[src/rtl/cache_set_assoc.sv]
// N-way set-associative tag/valid model with true-LRU replacement and
// saturating hit/miss statistics; one lookup per cycle, registered response.
module cache_set_assoc #(
   parameter int ADDR_W      = 11,
   parameter int OFFSET_BITS = 2,
   parameter int INDEX_BITS  = 3,
   parameter int WAYS        = 2,
   parameter int CNT_W       = 16,
   localparam int TAG_W      = ADDR_W - INDEX_BITS - OFFSET_BITS,
   localparam int WAY_W      = (WAYS > 1) ? $clog2(WAYS) : 1
) (
   input  logic              clk,
   input  logic              rst,
   input  logic              req_valid,
   input  logic [ADDR_W-1:0] addr,
   input  logic              flush,
   output logic              resp_valid,
   output logic              hit,
   output logic [WAY_W-1:0]  hit_way,
   output logic              evict,
   output logic [TAG_W-1:0]  evict_tag,
   output logic [CNT_W-1:0]  hit_count,
   output logic [CNT_W-1:0]  miss_count
);

   localparam int SETS = 1 << INDEX_BITS;
   localparam logic [WAY_W-1:0] OLDEST = WAY_W'(WAYS - 1);

   logic [TAG_W-1:0] tag_q   [SETS][WAYS];
   logic [TAG_W-1:0] tag_d   [SETS][WAYS];
   logic [WAY_W-1:0] age_q   [SETS][WAYS];
   logic [WAY_W-1:0] age_d   [SETS][WAYS];
   logic [WAYS-1:0]  valid_q [SETS];
   logic [WAYS-1:0]  valid_d [SETS];

   logic             resp_valid_q, resp_valid_d;
   logic             hit_q, hit_d;
   logic [WAY_W-1:0] hit_way_q, hit_way_d;
   logic             evict_q, evict_d;
   logic [TAG_W-1:0] evict_tag_q, evict_tag_d;
   logic [CNT_W-1:0] hit_count_q, hit_count_d;
   logic [CNT_W-1:0] miss_count_q, miss_count_d;

   logic [INDEX_BITS-1:0] set_idx;
   logic [TAG_W-1:0]      req_tag;
   logic [WAYS-1:0]       way_match;
   logic                  lookup_hit;
   logic [WAY_W-1:0]      match_idx;
   logic [WAY_W-1:0]      victim_idx;
   logic [WAY_W-1:0]      access_way;
   logic [WAY_W-1:0]      old_age;
   logic                  match_found;
   logic                  invalid_found;

   assign set_idx = addr[OFFSET_BITS +: INDEX_BITS];
   assign req_tag = addr[ADDR_W-1 -: TAG_W];

   genvar gi;
   generate
      for (gi = 0; gi < WAYS; gi++) begin : g_match
         assign way_match[gi] = valid_q[set_idx][gi] && (tag_q[set_idx][gi] == req_tag);
      end
   endgenerate

   assign lookup_hit = |way_match;

   // Lowest matching way wins; victim is the lowest invalid way, else the LRU way.
   always_comb begin
      match_idx     = '0;
      match_found   = 1'b0;
      victim_idx    = '0;
      invalid_found = 1'b0;
      for (int w = 0; w < WAYS; w++) begin
         if (way_match[w] && !match_found) begin
            match_idx   = WAY_W'(w);
            match_found = 1'b1;
         end
         if (!valid_q[set_idx][w] && !invalid_found) begin
            victim_idx    = WAY_W'(w);
            invalid_found = 1'b1;
         end
      end
      if (!invalid_found) begin
         for (int w = 0; w < WAYS; w++) begin
            if (age_q[set_idx][w] == OLDEST) begin
               victim_idx = WAY_W'(w);
            end
         end
      end
      access_way = lookup_hit ? match_idx : victim_idx;
      old_age    = age_q[set_idx][access_way];
   end

   always_comb begin
      tag_d        = tag_q;
      age_d        = age_q;
      valid_d      = valid_q;
      resp_valid_d = 1'b0;
      hit_d        = hit_q;
      hit_way_d    = hit_way_q;
      evict_d      = evict_q;
      evict_tag_d  = evict_tag_q;
      hit_count_d  = hit_count_q;
      miss_count_d = miss_count_q;

      if (flush) begin
         for (int s = 0; s < SETS; s++) begin
            valid_d[s] = '0;
            for (int w = 0; w < WAYS; w++) begin
               age_d[s][w] = WAY_W'(w);
            end
         end
         hit_count_d  = '0;
         miss_count_d = '0;
      end else if (req_valid) begin
         resp_valid_d = 1'b1;
         hit_d        = lookup_hit;
         hit_way_d    = access_way;
         evict_d      = !lookup_hit && valid_q[set_idx][victim_idx];
         evict_tag_d  = (!lookup_hit && valid_q[set_idx][victim_idx])
                        ? tag_q[set_idx][victim_idx] : '0;
         if (!lookup_hit) begin
            valid_d[set_idx][victim_idx] = 1'b1;
            tag_d[set_idx][victim_idx]   = req_tag;
         end
         // Touched way becomes MRU; only ways younger than it age by one.
         for (int w = 0; w < WAYS; w++) begin
            if (WAY_W'(w) == access_way) begin
               age_d[set_idx][w] = '0;
            end else if (age_q[set_idx][w] < old_age) begin
               age_d[set_idx][w] = age_q[set_idx][w] + WAY_W'(1);
            end
         end
         if (lookup_hit) begin
            if (hit_count_q != {CNT_W{1'b1}}) begin
               hit_count_d = hit_count_q + CNT_W'(1);
            end
         end else begin
            if (miss_count_q != {CNT_W{1'b1}}) begin
               miss_count_d = miss_count_q + CNT_W'(1);
            end
         end
      end
   end

   always_ff @(posedge clk) begin
      if (rst) begin
         for (int s = 0; s < SETS; s++) begin
            valid_q[s] <= '0;
            for (int w = 0; w < WAYS; w++) begin
               tag_q[s][w] <= '0;
               age_q[s][w] <= WAY_W'(w);
            end
         end
         resp_valid_q <= 1'b0;
         hit_q        <= 1'b0;
         hit_way_q    <= '0;
         evict_q      <= 1'b0;
         evict_tag_q  <= '0;
         hit_count_q  <= '0;
         miss_count_q <= '0;
      end else begin
         tag_q        <= tag_d;
         age_q        <= age_d;
         valid_q      <= valid_d;
         resp_valid_q <= resp_valid_d;
         hit_q        <= hit_d;
         hit_way_q    <= hit_way_d;
         evict_q      <= evict_d;
         evict_tag_q  <= evict_tag_d;
         hit_count_q  <= hit_count_d;
         miss_count_q <= miss_count_d;
      end
   end

   assign resp_valid = resp_valid_q;
   assign hit        = hit_q;
   assign hit_way    = hit_way_q;
   assign evict      = evict_q;
   assign evict_tag  = evict_tag_q;
   assign hit_count  = hit_count_q;
   assign miss_count = miss_count_q;

endmodule

[config.mk]
export PLATFORM = sky130hd
export DESIGN_NAME = cache_set_assoc
export DESIGN_NICKNAME = d
export VERILOG_FILES = /design/src/rtl/cache_set_assoc.sv
export SDC_FILE = /design/constraint.sdc
export NUM_CORES = 1
export LEC_CHECK = 0
export CAP_MARGIN = 20
export CORE_MARGIN = 2
export CORE_UTILIZATION = 35
export CTS_BUF_LIST = sky130_fd_sc_hd__clkbuf_16
export DETAILED_ROUTE_END_ITERATION = 8
export GPL_ROUTABILITY_DRIVEN = 0
export GPL_TIMING_DRIVEN = 0
export PLACE_DENSITY_LB_ADDON = 0.12
export SKIP_CTS_REPAIR_TIMING = 1
export SLEW_MARGIN = 10
export SYNTH_ARGS = -nofsm -noshare
export SYNTH_HDL_FRONTEND = slang
export SYNTH_SLANG_ARGS = --single-unit
[constraint.sdc]
create_clock -name clk -period 5.1 [get_ports clk]
set_clock_uncertainty 0.1 [all_clocks]
set_input_delay 1.02 -clock clk [delete_from_list [all_inputs] [get_ports clk]]
set_output_delay 1.02 -clock clk [all_outputs]
set_load 0.02 [all_outputs]
* Yosys cells after proc, flatten, opt, wreduce, memory -nomap -nowiden
Index checks and enable logic that the tools add are counted.
W data, S select, Z words.
** Cells by class
- $add $sub $neg :: 4
- $lt $le $gt $ge :: 9
- Eq/ne operators :: 4
- Muxes and demuxes :: 49
- Bitwise gates (word level) :: 10
- Reduce and logical (&&, ||, !) cells :: 18
** Operators with widths (count)
- $bwmux W96 :: 1
- $mux W16 :: 6
- $bmux W12 S3 :: 1
- $demux W12 S3 :: 1
- $mux W12 :: 3
- $add A16 B1 Y16 const B :: 2
- $and A16 B16 Y16 :: 2
- $bwmux W16 :: 2
- $ne A16 B16 Y1 const B :: 2
- $not A16 Y16 :: 2
- $mux W6 :: 5
- $demux W2 S3 :: 3
- $mux W1 :: 17
- $or A16 B16 Y16 :: 1
- $bmux W2 S3 :: 2
- $eq A6 B6 Y1 :: 2
- $mux W2 :: 6
- $reduce_and A3 Y1 :: 3
- $logic_and A1 B1 Y1 :: 8
- $demux W6 S1 :: 1
- $ge A2 B2 Y1 const B :: 2
- $ge A4 B4 Y1 const B :: 1
- $lt A4 B1 Y1 const B :: 1
- $not A1 Y2 :: 2
- 11 further kinds :: 18
** Storage, ports and cells
- Register bits :: 170
- Input port bits :: 15
- Output and inout bits :: 42
- Logic and storage cells :: 141

* Longest topological paths before layout
Gate-level depths: netlist of run 1.
- Word-level depth :: 23
- Mapped depth :: 14

* Worst setup path before layout of run 1
No wires, ideal clock.
- Path kind :: in2reg
- Start :: in addr[4]
- End :: reg miss_count_q[14] (netlist: miss_count[14])
- Data arrival time :: 3375 ps
- Slack :: 1555 ps
- Cell stages on the path :: 11
- Buffers on the path :: 4
- Cell sequence :: buf_4 > buf_6 > mux4_2 > mux2i_1 > xnor2_1 > nor4_2 > buf_6 > or2_4 > buf_4 > or4_1 > a21oi_1
** On the way
- Longest elaborated chain between the ends :: 9
- Elaborated cells on any way between the ends :: 14
- Those cells by class :: 2 x eq/ne; 6 x mux; 2 x bitwise; 4 x reduce/logical
** RTL lines
- from (decl) :: line 15 : input logic [ADDR_W-1:0] addr,
- $not A3 Y4 (implied by the code) * :: line 61 : assign way_match[gi] = valid_q[set_idx][gi] && (tag_q[set_idx][gi] == req_tag);
- $bmux W12 S3 :: line 61
- $mux W12 (implied by the code) (2 in series) :: line 61
- $eq A6 B6 Y1 :: line 61
- $logic_and A1 B1 Y1 :: line 61
- $reduce_or A2 Y1 * :: line 65 : assign lookup_hit = |way_match;
- $not A1 Y1 (no line) *
- $reduce_and A3 Y1 (no line) *
- to (signal assigned) :: line 172 : miss_count_q <= miss_count_d;
- to (decl) :: line 42 : logic [CNT_W-1:0] miss_count_q, miss_count_d;
Every way passes the cells marked *; elsewhere a longest branch is shown, timed or not. The select of a mux whose other input is x is not followed.
A chain may end at the register's enable or synchronous reset.

* Final worst setup path of run 1
- Start :: in addr[3]
- End :: reg tag_q[56] (netlist bit)
** On the way
- Longest elaborated chain between the ends :: 18
- Elaborated cells on any way between the ends :: 37
- Those cells by class :: 4 x order compare; 2 x eq/ne; 20 x mux; 3 x bitwise; 8 x reduce/logical
** RTL lines
- $not A3 Y4 (implied by the code) *
- $bmux W2 S3 :: line 61, 78
- $mux W2 (implied by the code) (2 in series) :: line 61, 78
- $logic_not A1 Y1 :: line 78 : if (!valid_q[set_idx][w] && !invalid_found) begin
- $logic_and A1 B1 Y1 :: line 78
- $mux W1 :: line 78
- $mux W1 (2 in series) :: line 85 : if (age_q[set_idx][w] == OLDEST) begin
- $mux W1 :: line 83 : if (!invalid_found) begin
- $not A1 Y2 (implied by the code) :: line 124 : tag_d[set_idx][victim_idx] = req_tag;
- $ge A2 B2 Y1 (implied by the code) / $lt A2 B1 Y1 (equally long branches) :: line 124
- $logic_and A1 B1 Y1 (implied by the code) :: line 124
- $mux W6 (implied by the code) :: line 124
- $demux W6 S1 :: line 124
- $mux W12 (implied by the code) :: line 124
- $demux W12 S3 :: line 124
- $bwmux W96 :: line 124
- to (signal assigned) :: line 163 : tag_q <= tag_d;
- to (decl) :: line 29 : logic [TAG_W-1:0] tag_q [SETS][WAYS];
Marks and branches as above.

==> out/metrics.yaml, run 1 <==
critical_path:
  cp-start-kind: "input pin"
  crit_arrival_ns: 4.78
  path_buf_inv: 4
  cpMaxStageDelayCell: "clkdlybuf4s50_1"
  crit_path_max_incr_delay_ns: 0.63
  path_class: "input pin to register"
  critPathMaxFanout: 10
  crit_family: "buffers and inverters"
  path_cells: "clkdlybuf4s50_1 -> buf_2 -> buf_6 -> mux4_2 -> mux2i_1 -> nand2_1 -> nand2_4 -> buf_2 -> nand2_1 -> nor3_4 -> mux2i_1 -> nor2_1"
  cp-end-kind: "register"
  crit_required_ns: 5.32
clocking:
  clkTransAtPathRegs_ns: 0.08
  cts-root-buf: "clkbuf_16"
  cts_sinks: 170
  clk_latency_ns: 0.45
  htreeDepth: 4
  cts_tree: "done"
  cts.path.max_buffers: 2
  cts_inserted_buffers: 17
logic_synthesis:
  ys_seq_elements: 170
  syn_avg_cell_area_um2: 9.70
  synth_ff_type: "dfxtp_1"
  synth-xor-area-share_pct: 0.628
  synth_area_mm2: 0.00837
  synth_cells: 863
  synth_compound_area_share_pct: 11.9
  synth_top_family_by_area: "simple AND/OR/NAND/NOR gates"
  synthAdderAreaFrac_pct: 0.299
  synth.net_count: 880
  synth_edf_count: 0
  synth_cell_types: 60
  synth_simple_gate_area_share_pct: 21.0
  ys_async_sr_fraction_pct: 0
  ys_seq_area_share_pct: 40.7
  muxShareOfSynthArea_pct: 20.8
  ys_warn_count: 0
layout:
  drive_above_1_share_pct: 13.2
  layout_common_cells: "dfxtp_1, nor2_1, mux2i_1"
  seq_area_mm2: 0.00340
  nets: 948
  fin_area_mm2: 0.00988
  fin_cells: 1263
  multi_input_area_mm2: 0.00457
  mostFrequentLayoutCell: "dfxtp_1"
  area_delta_synth_final_pct: 18.1
  fillers: 2354
  antenna_cells: 0
timing:
  finalMaxSlewViolations: 0
  rsz0062_at_grt: "false"
  finalCritPeriodShare_pct: 89.3
  max_freq_ghz: 0.219
  hold_viol_final: 0
  setup_violations: 0
  period_needed_ns: 4.56
  max-slew-margin-rel_pct: 33.2
  final.setup.tns_ns: 0
  timing.hold.ws_ns: 0.359
  worstMarginPinSlew_ns: 0.998
run_status:
  status: "finished, final reports clean"
global_route:
  grt_max_degree: 20
  grt_overflow_total: 0
  antenna_found_initial: 0
  groute.usage.overall_pct: 21.7
  grt_pass1_wl_um: 40400
  grt_pass1_vias: 6596
floorplan:
  die_area_mm2: 0.0252
  core_mm2: 0.0235
  start_util_pct: 35.7
  die_x_um: 159
  die_h_um: 159
  core.rowCount: 56
  io_pins: 57
pwr:
  vdd_drop_max_mv: 0.185
  p_per_area_mw_per_mm2: 295
  leakage_uw: 0.00316
detailed_routing:
  finalWirelength_um: 26200
  drtPass1Iterations: 5
  drt-initial-drc-count: 511
  post-route-drc-count: 0
  vias: 6788
  avgRoutedWirePerCell_um: 20.7
  post_drt_via_cell_ratio: 5.37
  drtAntennaViolNets: 0
placement:
  port_buffers: 49
  dpl_cell_area_mm2: 0.00926
  place_inst: 1231
  hpwl_um: 18500
hold_path:
  min_path_type: "register to register"
run:
  maxCapViolCount: 0
==> cells in the mapped netlist (4+ instances only) <==
cell type  instances  area share, %
o21a_1            10           0.90
and4_1             5           0.52
a221o_1            4           0.48
a211oi_2           8            1.2
buf_2              8           0.48
or3_1             28            2.1
buf_4              7           0.63
a31oi_1           10           0.75
o22ai_1           12           0.90
nor3_1            15           0.90
o31ai_1           10           0.90
nor3_4             7            1.4
a21oi_1           42            2.5
or4_1              7           0.63
nand2b_1           4           0.30
nor2b_1            5           0.37
nor2_1           129            5.8
nor4b_4            7            2.0
mux2_1             7           0.94
clkbuf_1          31            1.4
mux2_2            15            2.0
dfxtp_1          170             41
mux4_2            14            3.8
and3_1             9           0.67
o21ai_0           37            2.2
nand3_1           13           0.78
mux2i_1          115             14
and2_1             4           0.30
buf_6              8            1.1
nand4_1           18            1.3
a32o_1             6           0.72
buf_1             14           0.63
nand2_1           38            1.7
==> cell type report <==
cell class,instances,share of cell area [%]
buffer,70,3.86
clock inverter,15,2.01
inverter,3,0.114
clock buffer,17,4.30
tap,319,4.04
multi-input combinational,620,46.3
timing repair buffer,49,4.96
sequential,170,34.4
==> sequential cells by signal (all words and copies together), names as in the netlist <==
signal      count
evict           1
valid_q        16
hit_count      16
miss_count     16
hit_way         1
resp_valid      1
hit             1
age_q          16
tag_q          96
evict_tag       6
==> metrics by stage <==
step	setup WS, ns	power [uW]	utilization, %
floorplan	1.55	1510	-
global placement	0.0641	1590	39.4
detailed placement	0.103	1590	39.4
CTS	0.582	2940	42.1
global route	0.251	3010	42.1
finish	0.544	2920	42.1
==> final timing paths <==
check / startpoint / to / slack (ns) / cells past startpoint
worst max-delay path: addr[3] / tag_q[56] / 0.54 / 12
worst min-delay path: valid_q[0] / valid_q[0] / 0.36 / 2
worst max register to register: valid_q[2] / tag_q[52] / 1.98 / 8
worst min register to register: valid_q[0] / valid_q[0] / 0.36 / 2
==> cells by family after synthesis <==
logic type / after synthesis
and+or+nand+nor: 308
DFF: 170
AOI/OAI and AO/OA: 152
muxes: 152
buffers and inverters: 73
xor gates and xnor gates: 6
adders and majority gates: 2
==> metal layers <==
metal / vias to the layer above / wire (um) / track usage (%)
li1: 3298 / - / -
met1: 3332 / 12900 / 30.5
met2: 132 / 11800 / 33.9
met3: 26 / 888 / 3.38
met4: 0 / 593 / 7.29
met5: - / 0 / 0
==> where the power goes <==
| group | switching, uW | internal, uW |
|---|---|---|
| clock | 643 | 710 |
| combinational | 152 | 69.6 |
| sequential | 5.12 | 1340 |
==> tightest hold or removal path: cells and delay by family (launching register included) <==
| kind | cells | cell delay, ns |
|---|---|---|
| DFF | 1 | 0.32 |
| and+or+nand+nor | 1 | 0.07 |
| AOI/OAI and AO/OA | 1 | 0.04 |
No activity file was read; power rests on OpenSTA's default activity.
==> inputs of run 2 (changes only) <==
--- a/config.mk
+++ b/config.mk
@@ -14,7 +14,6 @@
 export GPL_TIMING_DRIVEN = 0
 export PLACE_DENSITY_LB_ADDON = 0.12
 export SKIP_CTS_REPAIR_TIMING = 1
-export SLEW_MARGIN = 10
 export SYNTH_ARGS = -nofsm -noshare
 export SYNTH_HDL_FRONTEND = slang
 export SYNTH_SLANG_ARGS = --single-unit
==> results of run 2 <==
Same layout as run 1: the final DEF is identical, and so are final timing and power.
==> RTL edit: new RTL, config.mk and constraints of run 2 <==
The output `resp_valid` loses its register stage (`resp_valid_q` becomes a continuous assignment).
--- a/src/rtl/cache_set_assoc.sv
+++ b/src/rtl/cache_set_assoc.sv
@@ -152,7 +152,6 @@
                age_q[s][w] <= WAY_W'(w);
             end
          end
-         resp_valid_q <= 1'b0;
          hit_q        <= 1'b0;
          hit_way_q    <= '0;
          evict_q      <= 1'b0;
@@ -163,7 +162,6 @@
          tag_q        <= tag_d;
          age_q        <= age_d;
          valid_q      <= valid_d;
-         resp_valid_q <= resp_valid_d;
          hit_q        <= hit_d;
          hit_way_q    <= hit_way_d;
          evict_q      <= evict_d;
@@ -172,6 +170,8 @@
          miss_count_q <= miss_count_d;
       end
    end
+
+   assign resp_valid_q = resp_valid_d;
 
    assign resp_valid = resp_valid_q;
    assign hit        = hit_q;
Behaviour: not the same (a bounded check fails within 4 cycles, from zero or initial values and one cycle with rst high).
==> RTL edit against run 2 <==
- synthesized cell count increased by 3.0%
- synthesized area about the same
- final area is 0.85% lower
- routed wire length is 3.2% higher
- setup slack better by 0.17 ns
- sequential cell count shrank 1
- power shrank 1.1%
- sequential share of layout area increased by 0.090 points
- final cell count increased by 1.7%
- via count increased by 1.8%
- count of clock-buffer cells in the layout is the same
- critical path type unchanged
- largest cell class unchanged
==> RTL edit: results (changes against run 2) <==
Clock Tree Root - clkbuf_16
clk_lat worst skew - 0.43 ns (-0.02 ns)
synth top area cells - dfxtp_1 (40%), mux2i_1 (15%), nor2_1 (7.1%)
largest net degree at the start of global routing - 17 (-15%)
Avg Cell Area, Syn - 9.41 um^2 (-3.0%)
first-pass GRT wire length - 40.9 mm (+1.4%)
crit path DAT - 4.66 ns (-0.12 ns)
max reg flops - 96 (unchanged)
Rel. slew slack - 36.0% (+2.8 points)
Final nets - 970 (+2.3%)
crit-path max cell delay - 0.53 ns (-0.10 ns)
post-route non-filler standard cell count - 1284 (+1.7%)
outcome - finished clean
Post-Syn Nets - 906 (+3.0%)
Core Util, Final - 41.7% (-0.36 points)
Reg2Reg Depth - 9 (+1)
largest reg by FF count - tag_q
Unique masters post-synth - 68 (+13%)
register area share after synthesis - 40.4% (-0.23 points)
vias in the first global route - 6535 (-0.92%)
overall routing resource usage - 22.1% (+0.48 points)
Via Count - 6907 (+1.8%)
1st-iter DRT viols - 578 (+13%)
Leak Pwr - 4.34 nW (+37%)
WL/cell - 21.1 um (+1.6%)
share of layout cells above drive strength 1 - 12.2% (-1.0 points)
IR drop worst, VDD - 0.204 mV (+10%)
Filler Cells Inserted - 2331 (-0.98%)
placed inst area - 0.00921 mm^2 (-0.51%)
placed wire-length estimate - 19.4 mm (+4.6%)
Port Buffers - 44 (-10%)
[RTL edit: worst paths after layout]
| check | startpoint | endpoint | slack (ns) |
|---|---|---|---|
| min | valid_q[4] | valid_q[4] | 0.36 |
| max | addr[3] | evict_tag[2] | 0.72 |
| max reg2reg | valid_q[2] | valid_q[9] | 1.93 |
| min reg2reg | valid_q[4] | valid_q[4] | 0.36 |
[RTL edit: cells by family after synthesis]
kind of cell	Yosys count	share of synthesized area, %
flip-flops	169	40.4
adder cells (fa/ha/maj)	2	0.299
buffers and inverters	84	5.80
AO/OA/AOI/OAI	138	12.0
AND/OR/NAND/NOR	331	20.0
XOR/XNOR	15	1.57
multiplexers	150	19.9
[RTL edit: per-stage QoR]
| stage | setup WS, ns | total power, W |
|---|---|---|
| after floorplan | 1.47 | 0.00150 |
| after global placement | 0.356 | 0.00158 |
| after detailed placement | 0.366 | 0.00158 |
| after CTS | 0.802 | 0.00291 |
| after global routing | 0.548 | 0.00298 |
| final | 0.718 | 0.00288 |
[RTL edit: layout make-up]
class | instances | share of cell area [%]
repair buffers | 45 | 4.55
well taps | 319 | 4.07
clock buffers | 17 | 4.34
inverters | 7 | 0.268
flip-flops and latches | 169 | 34.5
plain buffers | 77 | 4.69
multi-input cells | 636 | 45.9
clock inverters | 14 | 1.66
[RTL edit: critical path, delay by kind of cell]
family	cells	cell delay, ns
buffers and inverters	4	1.64
AOI/OAI and AO/OA	3	0.60
and+or+nand+nor	5	1.39
[RTL edit: report_power, final]
| part | switching [W] | internal, W | leakage [nW] |
|---|---|---|---|
| registers | 0.00000400 | 0.00133 | 1.36 |
| clock network | 0.000601 | 0.000734 | 0.286 |
| logic | 0.000153 | 0.0000668 | 2.69 |
[RTL edit: metal layers]
metal | track usage (%) | routed length [um] | up-vias
met5 | 0 | 0 | -
met4 | 5.96 | 565 | 0
met3 | 3.48 | 1020 | 32
met2 | 37.5 | 12800 | 176
met1 | 29.3 | 12600 | 3378
li1 | - | - | 3321
